[config.mk]
export PLATFORM = sky130hd
export DESIGN_NAME = univ_shift_reg_n
export DESIGN_NICKNAME = d
export VERILOG_FILES = /design/src/rtl/usr_pkg.sv /design/src/rtl/usr_burst_ctrl.sv /design/src/rtl/univ_shift_reg_n.sv
export SDC_FILE = /design/constraint.sdc
export NUM_CORES = 1
export LEC_CHECK = 0
export ABC_CLOCK_PERIOD_IN_PS = 1450
export BUFFER_PORTS_ARGS = -buffer_cell sky130_fd_sc_hd__clkbuf_2
export CAP_MARGIN = 20
export CORE_ASPECT_RATIO = 0.9
export CORE_UTILIZATION = 49
export DETAILED_ROUTE_END_ITERATION = 8
export PLACE_DENSITY_LB_ADDON = 0.05
export SYNTH_ARGS = -nofsm -noshare
export SYNTH_HDL_FRONTEND = slang
export SYNTH_SLANG_ARGS = --single-unit
[constraint.sdc]
create_clock -name clk -period 1.45 [get_ports clk]
set_clock_uncertainty 0.05 [all_clocks]
set_input_delay 0.29 -clock clk [delete_from_list [all_inputs] [get_ports clk]]
set_output_delay 0.29 -clock clk [all_outputs]
set_load 0.1 [all_outputs]
[src/rtl/usr_pkg.sv]
// usr_pkg: shared constants and types for the universal shift register.
// Holds the mode opcodes and the burst FSM state type.
package usr_pkg;

  localparam logic [2:0] MODE_HOLD     = 3'b000;
  localparam logic [2:0] MODE_SHR      = 3'b001;
  localparam logic [2:0] MODE_SHL      = 3'b010;
  localparam logic [2:0] MODE_LOAD     = 3'b011;
  localparam logic [2:0] MODE_ROR      = 3'b100;
  localparam logic [2:0] MODE_ROL      = 3'b101;
  localparam logic [2:0] MODE_ASHR     = 3'b110;
  localparam logic [2:0] MODE_HOLD_ALT = 3'b111;

  typedef enum logic {
    ST_IDLE  = 1'b0,
    ST_BURST = 1'b1
  } state_t;

endpackage

[src/rtl/usr_burst_ctrl.sv]
// usr_burst_ctrl: burst sequencer for univ_shift_reg_n.
// Accepts a start request in IDLE, clamps the length to WIDTH, and then issues
// one shift per enabled clock until the count is exhausted, ending with a
// one-cycle done pulse.
// Ports:
//   clk, clr        clock, asynchronous active-high clear
//   en              clock enable (stalls the count when low)
//   start           burst request, only honoured in IDLE
//   burst_len       requested number of shifts
//   busy            high while in BURST (register decode)
//   done            one-cycle pulse after the last shift
//   shift_pulse     high when the datapath must shift on this edge
module usr_burst_ctrl
  import usr_pkg::*;
#(
  parameter int unsigned WIDTH = 8,
  parameter int unsigned CNT_W = $clog2(WIDTH + 1)
) (
  input  logic             clk,
  input  logic             clr,
  input  logic             en,
  input  logic             start,
  input  logic [CNT_W-1:0] burst_len,
  output logic             busy,
  output logic             done,
  output logic             shift_pulse
);

  state_t           state;
  logic [CNT_W-1:0] count;
  logic [CNT_W-1:0] len_clamped;

  assign len_clamped = (burst_len > CNT_W'(WIDTH)) ? CNT_W'(WIDTH) : burst_len;

  assign busy        = (state == ST_BURST);
  assign shift_pulse = busy & en;

  // done is a pulse: it is cleared on every edge unless set by that edge.
  always_ff @(posedge clk or posedge clr) begin
    if (clr) begin
      state <= ST_IDLE;
      count <= '0;
      done  <= 1'b0;
    end else begin
      done <= 1'b0;
      if (en) begin
        case (state)
          ST_IDLE: begin
            if (start) begin
              if (len_clamped == '0) begin
                done <= 1'b1;
              end else begin
                count <= len_clamped;
                state <= ST_BURST;
              end
            end
          end
          ST_BURST: begin
            count <= count - CNT_W'(1);
            if (count == CNT_W'(1)) begin
              state <= ST_IDLE;
              done  <= 1'b1;
            end
          end
          default: state <= ST_IDLE;
        endcase
      end
    end
  end

endmodule

[src/rtl/univ_shift_reg_n.sv]
// univ_shift_reg_n: WIDTH-bit universal shift register with a burst-shift engine.
// Modes: hold, shift right/left, parallel load, rotate right/left, arithmetic
// shift right. A start request runs an N-shift burst in a captured direction.
// Optional feature macro: USR_ROTATE_EN (rotate modes; otherwise they hold).
// Ports:
//   clk, clr                  clock, asynchronous active-high clear
//   en                        clock enable
//   mode                      operation select
//   serial_in_r, serial_in_l  fill bits for right / left shifts
//   parallel_in               load data
//   start, burst_dir, burst_len  burst request, direction (1=left), length
//   q                         register contents
//   serial_out_r, serial_out_l   q[0], q[WIDTH-1]
//   busy, done                burst in progress, burst completion pulse
module univ_shift_reg_n
  import usr_pkg::*;
#(
  parameter int unsigned WIDTH = 8,
  parameter int unsigned CNT_W = $clog2(WIDTH + 1)
) (
  input  logic             clk,
  input  logic             clr,
  input  logic             en,
  input  logic [2:0]       mode,
  input  logic             serial_in_r,
  input  logic             serial_in_l,
  input  logic [WIDTH-1:0] parallel_in,
  input  logic             start,
  input  logic             burst_dir,
  input  logic [CNT_W-1:0] burst_len,
  output logic [WIDTH-1:0] q,
  output logic             serial_out_r,
  output logic             serial_out_l,
  output logic             busy,
  output logic             done
);

  logic dir;
  logic shift_pulse;

  usr_burst_ctrl #(
    .WIDTH(WIDTH),
    .CNT_W(CNT_W)
  ) u_ctrl (
    .clk        (clk),
    .clr        (clr),
    .en         (en),
    .start      (start),
    .burst_len  (burst_len),
    .busy       (busy),
    .done       (done),
    .shift_pulse(shift_pulse)
  );

  assign serial_out_r = q[0];
  assign serial_out_l = q[WIDTH-1];

  // Datapath: active burst beats a start request, which beats the mode decode.
  always_ff @(posedge clk or posedge clr) begin
    if (clr) begin
      q   <= '0;
      dir <= 1'b0;
    end else if (en) begin
      if (shift_pulse) begin
        if (dir) q <= {q[WIDTH-2:0], serial_in_l};
        else     q <= {serial_in_r, q[WIDTH-1:1]};
      end else if (start) begin
        // q holds on the start edge; only the direction is captured.
        dir <= burst_dir;
      end else begin
        case (mode)
          MODE_SHR:  q <= {serial_in_r, q[WIDTH-1:1]};
          MODE_SHL:  q <= {q[WIDTH-2:0], serial_in_l};
          MODE_LOAD: q <= parallel_in;
`ifdef USR_ROTATE_EN
          MODE_ROR:  q <= {q[0], q[WIDTH-1:1]};
          MODE_ROL:  q <= {q[WIDTH-2:0], q[WIDTH-1]};
`endif
          MODE_ASHR: q <= {q[WIDTH-1], q[WIDTH-1:1]};
          default:   q <= q;
        endcase
      end
    end
  end

endmodule

==> run metrics, run 1 <==
status finished with violations; failing checks negative setup slack; initial DRC count 30; final instance area 0.00158 mm^2; Clk pwr share 7.3%; drt total wl 2.79 mm; CP startpoint kind flip-flop; worst hold margin 0.161 ns; Post-synth EDFFs 0; Vias 1031; CTS Buf Count 3; asr flop ratio synth 100%; Slowest-stage cell, CP dfrtp_4; min-delay worst type in -> reg; Std-Cell Rows 15; Worst Setup SP u_ctrl.busy; R2R Path Start u_ctrl.busy; Remaining DRCs 0; TritonRoute pass-1 iters 4; Die Ht 45.7 um; # IOs 34; Pint 1.65 mW; Worst EP required 1.11 ns; placed instance area 0.00150 mm^2; crit path cell chain buf_6 > buf_12; layout cell share with drive strength beyond 1 47.1%; Static Leakage 0.728 nW; Seq pwr share 26.3%; VDD IR-drop max 0.00239 V; Area growth syn-to-layout 51.3%; sw frac 54.3%; Hold Fails Final Rpt 0; number of global-route vias before repair 994; crit-path max FO 11; chip width 50.6 um; power density over cell area 2300 mW/mm^2; Comb power frac 66.4%; Via-to-Cell Ratio 5.79; sequential share of the synthesized area 36.1%; grt ovf 0; RR Endpoint q[5]; quantity of I/O buffers inserted on ports 33; Setup crit end kind output pin; min cycle time layout 1.45 ns; YS warnings 0; Setup Total Neg Slack -0.00421 ns; first-pass GRT wire length 4.68 mm; pin count of the biggest net entering global routing 16; Arr. time, crit path 1.11 ns; Synth Net Count 137; # fillers 131; drt wl/cell 15.7 um; Reg clk slew, reported paths 0.10 ns; global placement routability congestion 0.850; FF+latch area 388 um^2; Clk Latency, worst-skew pair 0.31 ns; r2r worst-path depth 5; Max-slew headroom 78.4%; Cell Area, Synth 0.00104 mm^2; initial antenna violation count 0; ant diodes 0; fin crit share 100%; Power Total 3.62 mW; post-DP HPWL 2.13 mm; R2R setup slack 0.01 ns; Placed Instances 172; pre-CTS setup slack -0.0203 ns; critical hold path startpoint burst_dir; synth unique cells 34; maxcap violations 0; Syn Area/Cell 9.21 um^2; clock sinks 15; Final ANT Viol Nets 0; CTS tree done; final setup margin -0.00421 ns; starting density of the core 53.3%; CP Class reg -> out; Max Slew Vio Count 0; Cells after Synth 113; fin cells 178; die area 0.00231 mm^2; H-Tree Depth 1; unrepaired setup endpoints after global routing yes; setup violators final 1; Tot GR Track Use 28.3%; Max Freq 688 MHz; root buf cell clkbuf_4; capture point of the worst path busy; worst slew pin tran 0.321 ns; final core utilization 80.7%; Multi-input gate area 627 um^2; prevailing post-synth register cell dfrtp_1; Final Net Count 178; CP peak stage delay 0.49 ns; Sw Pwr 1.97 mW; clock tree buffer depth 2; Yosys reg bits 15; area of the core 0.00195 mm^2
==> power by group through the flow <==
stage / logic (mW) / clock network, mW / registers (mW)
after floorplan: 0.779 / 0 / 1.64
after global placement: 2.31 / 0 / 0.930
after detailed placement: 2.37 / 0 / 0.939
after CTS: 2.40 / 0.269 / 0.936
after global routing: 2.50 / 0.288 / 0.977
final: 2.40 / 0.264 / 0.950
==> cells by family (layout without fill, tap and decap cells) <==
logic type      count (synthesis)  after routing  share of synthesized area, %
compound gates                 32             32                          24.5
flops                          15             15                          36.1
simple gates                   29             29                          14.3
buf+inv                        23             63                          10.9
mux                            12             12                          11.8
fa+ha+maj                       2              2                          2.40
==> worst max-delay path: cells and delay by family (launching register included) <==
kind	cells	cell delay, ns
flops	1	0.49
buf+inv	2	0.31
==> cell type report <==
| type | instances | area share (%) |
|---|---|---|
| Timing Repair Buffer | 45 | 28.5 |
| Sequential cell | 15 | 24.6 |
| Multi-Input combinational cell | 75 | 39.8 |
| Tap cell | 25 | 1.99 |
| Clock inverter | 1 | 0.318 |
| Inverter | 14 | 3.34 |
| Clock buffer | 3 | 1.43 |
==> cells in the final DEF, fill, tap and decap left out, drive strengths merged, types with 3 or more instances in the layout <==
cell	Yosys	layout
o2111ai	6	6
a221oi	3	3
mux2i	10	10
o21ai	3	3
nand2	9	9
nor2b	4	4
nor2	7	7
clkbuf	0	24
a211oi	3	3
o221ai	7	7
buf	9	23
inv	14	14
dfrtp	15	15
==> how the worst min path moves through the flow <==
stage | to | slack [ns] | cells after the start
floorplan | dir | 0.14 | 1
global placement | u_ctrl.done | 0.23 | 3
detailed placement | u_ctrl.count[0] | 0.23 | 3
CTS | dir | 0.16 | 2
global route | dir | 0.17 | 2
finish | dir | 0.16 | 2
==> synth_stat cells (all sizes together), types with 2 or more instances <==
master	instances	share of area, %
a211oi	3	2.2
nand3	2	0.96
nor3	2	0.96
nor2b	4	2.4
buf	9	5.9
mux2	2	2.2
o21ai	3	1.4
inv	14	5.0
mux2i	10	9.6
nand2	9	3.2
dfrtp	15	36
a221oi	3	2.5
o2111ai	6	5.0
nor2	7	2.8
a32oi	2	1.7
ha	2	2.4
o221ai	7	5.9
==> flip-flops by register name, summed over array words and instances, names as in the netlist <==
signal	cells
u_ctrl.busy	1
u_ctrl.count	4
u_ctrl.done	1
dir	1
q	8
==> timing repair <==
action                     in CTS  in global routing
hold endpoints to repair       15                  0
cloned                          0                  0
gates resized for setup         4                  3
buffers inserted                1                  0
pin swaps                       1                  2
setup endpoints to repair       1                 10
hold buffers                    1                  0
==> metal layers <==
layer  track usage [%]  share of wire (%)
met1              36.1                 44
met2              44.8                 48
met3              7.67                5.8
met4              13.9                2.2
met5                 0                  0
Power figures use the tool's default switching activity.
==> run 2, diff against run 1 <==
- CORE_UTILIZATION: 49 -> 45
==> run 2 against run 1 <==
Compared with the run above: critical path type is now reg -> reg; clock power down 7%; cell count increased by 1.1%; via count up 2.1%; worst hold slack gained 0.023 ns; total power is 1.9% lower; global-route usage is 4.0 points lower; the flow now finishes without violations.
==> run metrics, run 2 (synthesis gave the netlist of run 1 again) <==
status completed; power density over cell area 2270 mW/mm^2; CP Class reg -> reg; area of the core 0.00218 mm^2; Final ANT Viol Nets 0; critical hold path startpoint burst_dir; Setup Total Neg Slack 0 ns; TritonRoute pass-1 iters 4; # fillers 169; Worst Setup SP u_ctrl.busy; Max Freq 737 MHz; drt wl/cell 14.8 um; clock sinks 15; Max Slew Vio Count 0; fin crit share 93.5%; VDD IR-drop max 0.00166 V; first-pass GRT wire length 4.35 mm; Final Net Count 178; maxcap violations 0; Via-to-Cell Ratio 5.85; global placement routability congestion 0.818; pre-CTS setup slack 0.0210 ns; Worst EP required 1.57 ns; Max-slew headroom 79.8%; Hold Fails Final Rpt 0; grt ovf 0; FF+latch area 389 um^2; CTS Buf Count 3; pin count of the biggest net entering global routing 16; most common cell after layout, fill and taps aside clkbuf_2; clock tree buffer depth 2; layout cell share with drive strength beyond 1 46.4%; final instance area 0.00156 mm^2; commonest cells after routing, fill and taps aside clkbuf_2, inv_1, buf_12; quantity of I/O buffers inserted on ports 33; CTS tree done; Static Leakage 0.718 nW; initial antenna violation count 0; min cycle time layout 1.36 ns; Remaining DRCs 0; crit-path max FO 7; CP startpoint kind flip-flop; drt total wl 2.67 mm; Largest register FFs 8; Vias 1053; post-DP HPWL 2.14 mm; top flop regs q: 8 flops, u_ctrl.count: 4 flops; root buf cell clkbuf_4; worst slew pin tran 0.303 ns; starting density of the core 47.7%; final setup margin 0.0940 ns; Die Ht 47.6 um; R2R Path Start u_ctrl.busy; Tot GR Track Use 24.2%; Reg clk slew, reported paths 0.09 ns; ant diodes 0; Multi-input gate area 621 um^2; die area 0.00251 mm^2; Arr. time, crit path 1.48 ns; Area growth syn-to-layout 49.9%; setup violators final 0; Reg with most FFs q; initial DRC count 16; min-delay worst type in -> reg; H-Tree Depth 1; # IOs 34; worst hold margin 0.184 ns; unrepaired setup endpoints after global routing no; chip width 52.7 um; Clk Latency, worst-skew pair 0.29 ns; Std-Cell Rows 16; Setup crit end kind flip-flop; number of global-route vias before repair 925; placed instance area 0.00150 mm^2
run 2: changes by cell type in the layout (fill, tap and decap cells not counted):
cell and change:
buf_6 -3, buf_4 +3, dfrtp_2 +1, o221ai_2 -1, o221ai_1 +1, dfrtp_1 -1
clkinv_2 -1, clkbuf_1 +1
run 2: power breakdown:
part | switching, mW | leakage [nW] | internal (mW)
Combinational | 1.44 | 0.541 | 0.918
Sequential | 0.323 | 0.162 | 0.620
Clock | 0.139 | 0.0150 | 0.107
run 2: worst max-delay path: stages, from the launching register on:
cell,delay [ns]
dfrtp_4,0.54
nand3_4,0.10
a21bo_4,0.27
o221ai_1,0.18
mux2i_1,0.10
run 2: metrics by stage:
step	utilization [%]	std cells	power (mW)
finish	71.5	180	3.55
global route	71.5	180	3.71
CTS	70.2	178	3.53
detailed placement	68.9	174	3.29
global placement	68.9	174	3.24
floorplan	-	113	2.42
run 2: repair_timing:
item	4_1_cts	5_1_grt
resized for setup	0	4
cloned	0	0
hold buffers	1	0
endpoints found under the setup margin	1	10
hold endpoints to repair	7	0
setup buffers	0	2
run 2: cell type report:
type,instances,share of cell area (%)
flip-flops and latches,15,24.9
well taps,27,2.17
repair buffers,45,28.1
inverters,14,3.37
clock buffers,4,1.68
multi-input cells,75,39.8
run 2: path summary, 6_finish.rpt:
kind | endpoint | slack, ns | cells after the start
max | q[6] | 0.09 | 4
min | dir | 0.18 | 2
max reg2reg | q[6] | 0.09 | 4
min reg2reg | u_ctrl.count[0] | 0.49 | 1
max in group asynchronous | q[6] | 0.50 | 4
min in group asynchronous | u_ctrl.count[3] | 0.41 | 3
run 2: metal layers:
metal  vias up  global-route usage (%)  routed length [um]
li1        505                       -                   -
met1       507                    28.0                1140
met2        37                    45.8                1390
met3         4                    5.71                 120
met4         0                    5.79                  15
met5         -                       0                   0
==> run 3, diff against run 2 <==
- CELL_PAD_IN_SITES_DETAIL_PLACEMENT: default -> 0
- CELL_PAD_IN_SITES_GLOBAL_PLACEMENT: default -> 1
- CORE_UTILIZATION: 45 -> 31
- CTS_CLUSTER_DIAMETER: default -> 40
==> run 3 against run 2 <==
Compared with the run above: total power up 3.7%; maximum frequency decreased by 4.2%; critical endpoint is now busy; highest routed layer unchanged; combinational power increased by 2%; die area is 43% higher; largest cell class unchanged; critical path type is now reg -> out.
==> run metrics, run 3 (synthesis gave the netlist of run 1 again) <==
Setup crit end kind output pin; Tot GR Track Use 17.3%; root buf cell clkbuf_8; initial antenna violation count 0; unrepaired setup endpoints after global routing no; first-pass GRT wire length 4.84 mm; Area growth syn-to-layout 57.6%; H-Tree Depth 1; worst slew pin tran 0.295 ns; maxcap violations 0; crit path cell chain buf_4 > buf_12; post-DP HPWL 2.07 mm; area of the core 0.00311 mm^2; most common cell after layout, fill and taps aside clkbuf_2; Clk Latency, worst-skew pair 0.25 ns; min cycle time layout 1.42 ns; VDD IR-drop max 0.00154 V; drt total wl 2.77 mm; fin crit share 97.7%; CP Class reg -> out; quantity of I/O buffers inserted on ports 33; Hold Fails Final Rpt 0; Final ANT Viol Nets 0; Final Net Count 183; top flop regs q: 8 flops, u_ctrl.count: 4 flops; TritonRoute pass-1 iters 4; CTS Buf Count 3; min-delay worst type in -> reg; global placement routability congestion 0.812; chip width 63.1 um; Static Leakage 0.754 nW; final setup margin 0.0340 ns; pin count of the biggest net entering global routing 16; initial DRC count 42; die area 0.00359 mm^2; # IOs 34; r2r worst-path depth 5; starting density of the core 33.4%; ant diodes 0; Largest register FFs 8; Max Slew Vio Count 0; Worst EP required 1.11 ns; grt ovf 0; number of global-route vias before repair 1014; Reg clk slew, reported paths 0.07 ns; Max-slew headroom 80.2%; Max Freq 706 MHz; power density over cell area 2240 mW/mm^2; pre-CTS setup slack 0.0412 ns; crit-path max FO 8; Remaining DRCs 0; setup violators final 0; CP startpoint kind flip-flop; Std-Cell Rows 19; CTS tree done; commonest cells after routing, fill and taps aside clkbuf_2, buf_4, inv_1; fin cells 200; clock tree buffer depth 2; Power Total 3.68 mW; clock sinks 15; Placed Instances 192; Via-to-Cell Ratio 5.12; status completed; Slowest-stage cell, CP dfrtp_4; Die Ht 57.0 um; Reg with most FFs q; layout cell share with drive strength beyond 1 48.1%; CP peak stage delay 0.49 ns; drt wl/cell 13.8 um; worst hold stages 2; Vias 1024; Arr. time, crit path 1.08 ns
[run 3: per-stage QoR]
step | area (um^2) | hold slack, ns | utilization (%) | setup TNS, ns
floorplan | 1110 | 0.141 | - | -0.471
global placement | 1540 | 0.241 | 49.6 | 0
detailed placement | 1540 | 0.246 | 49.6 | 0
CTS | 1620 | 0.214 | 51.9 | 0
global route | 1640 | 0.215 | 52.7 | 0
finish | 1640 | 0.222 | 52.7 | 0
[run 3: layout make-up]
| type | instances | area, um^2 |
|---|---|---|
| clock buffer | 3 | 41.3 |
| clock inverter | 1 | 5.00 |
| fill | 298 | 1470 |
| inverter | 14 | 52.6 |
| multi-input combinational | 75 | 622 |
| sequential | 15 | 388 |
| tap | 42 | 52.6 |
| timing repair buffer | 50 | 479 |
[run 3: power breakdown]
group	leakage [nW]	internal, mW	switching, mW
Clock	0.0255	0.190	0.162
Sequential	0.163	0.619	0.309
Combinational	0.565	0.951	1.45
Total	0.754	1.76	1.92
[run 3: worst paths after layout]
path,startpoint,to,slack [ns]
setup / recovery,u_ctrl.busy,busy,0.03
hold / removal,burst_dir,dir,0.22
setup reg to reg,u_ctrl.busy,q[3],0.06
hold reg to reg,u_ctrl.count[1],u_ctrl.count[1],0.55
max in group asynchronous,clr,u_ctrl.busy,0.62
min in group asynchronous,clr,q[7],0.52
[run 3: worst max-delay path: cells and delay by family, from the launching register on]
kind / cells / cell delay, ns
buffers and inverters: 2 / 0.34
flip-flops: 1 / 0.49
[run 3: timing repair]
action	CTS	global route
hold endpoints to repair	15	0
gates resized for setup	0	4
hold buffers	1	0
pin swaps	0	2
setup endpoints to repair	1	9
buffers inserted	2	1
[run 3: routing by layer]
layer  share of wire, %  track usage, %  vias up
met2                 45            27.2       26
met4               0.47            2.99        0
met5                  0               0        -
met1                 50            24.2      484
li1                   -               -      512
met3                4.5            4.60        2
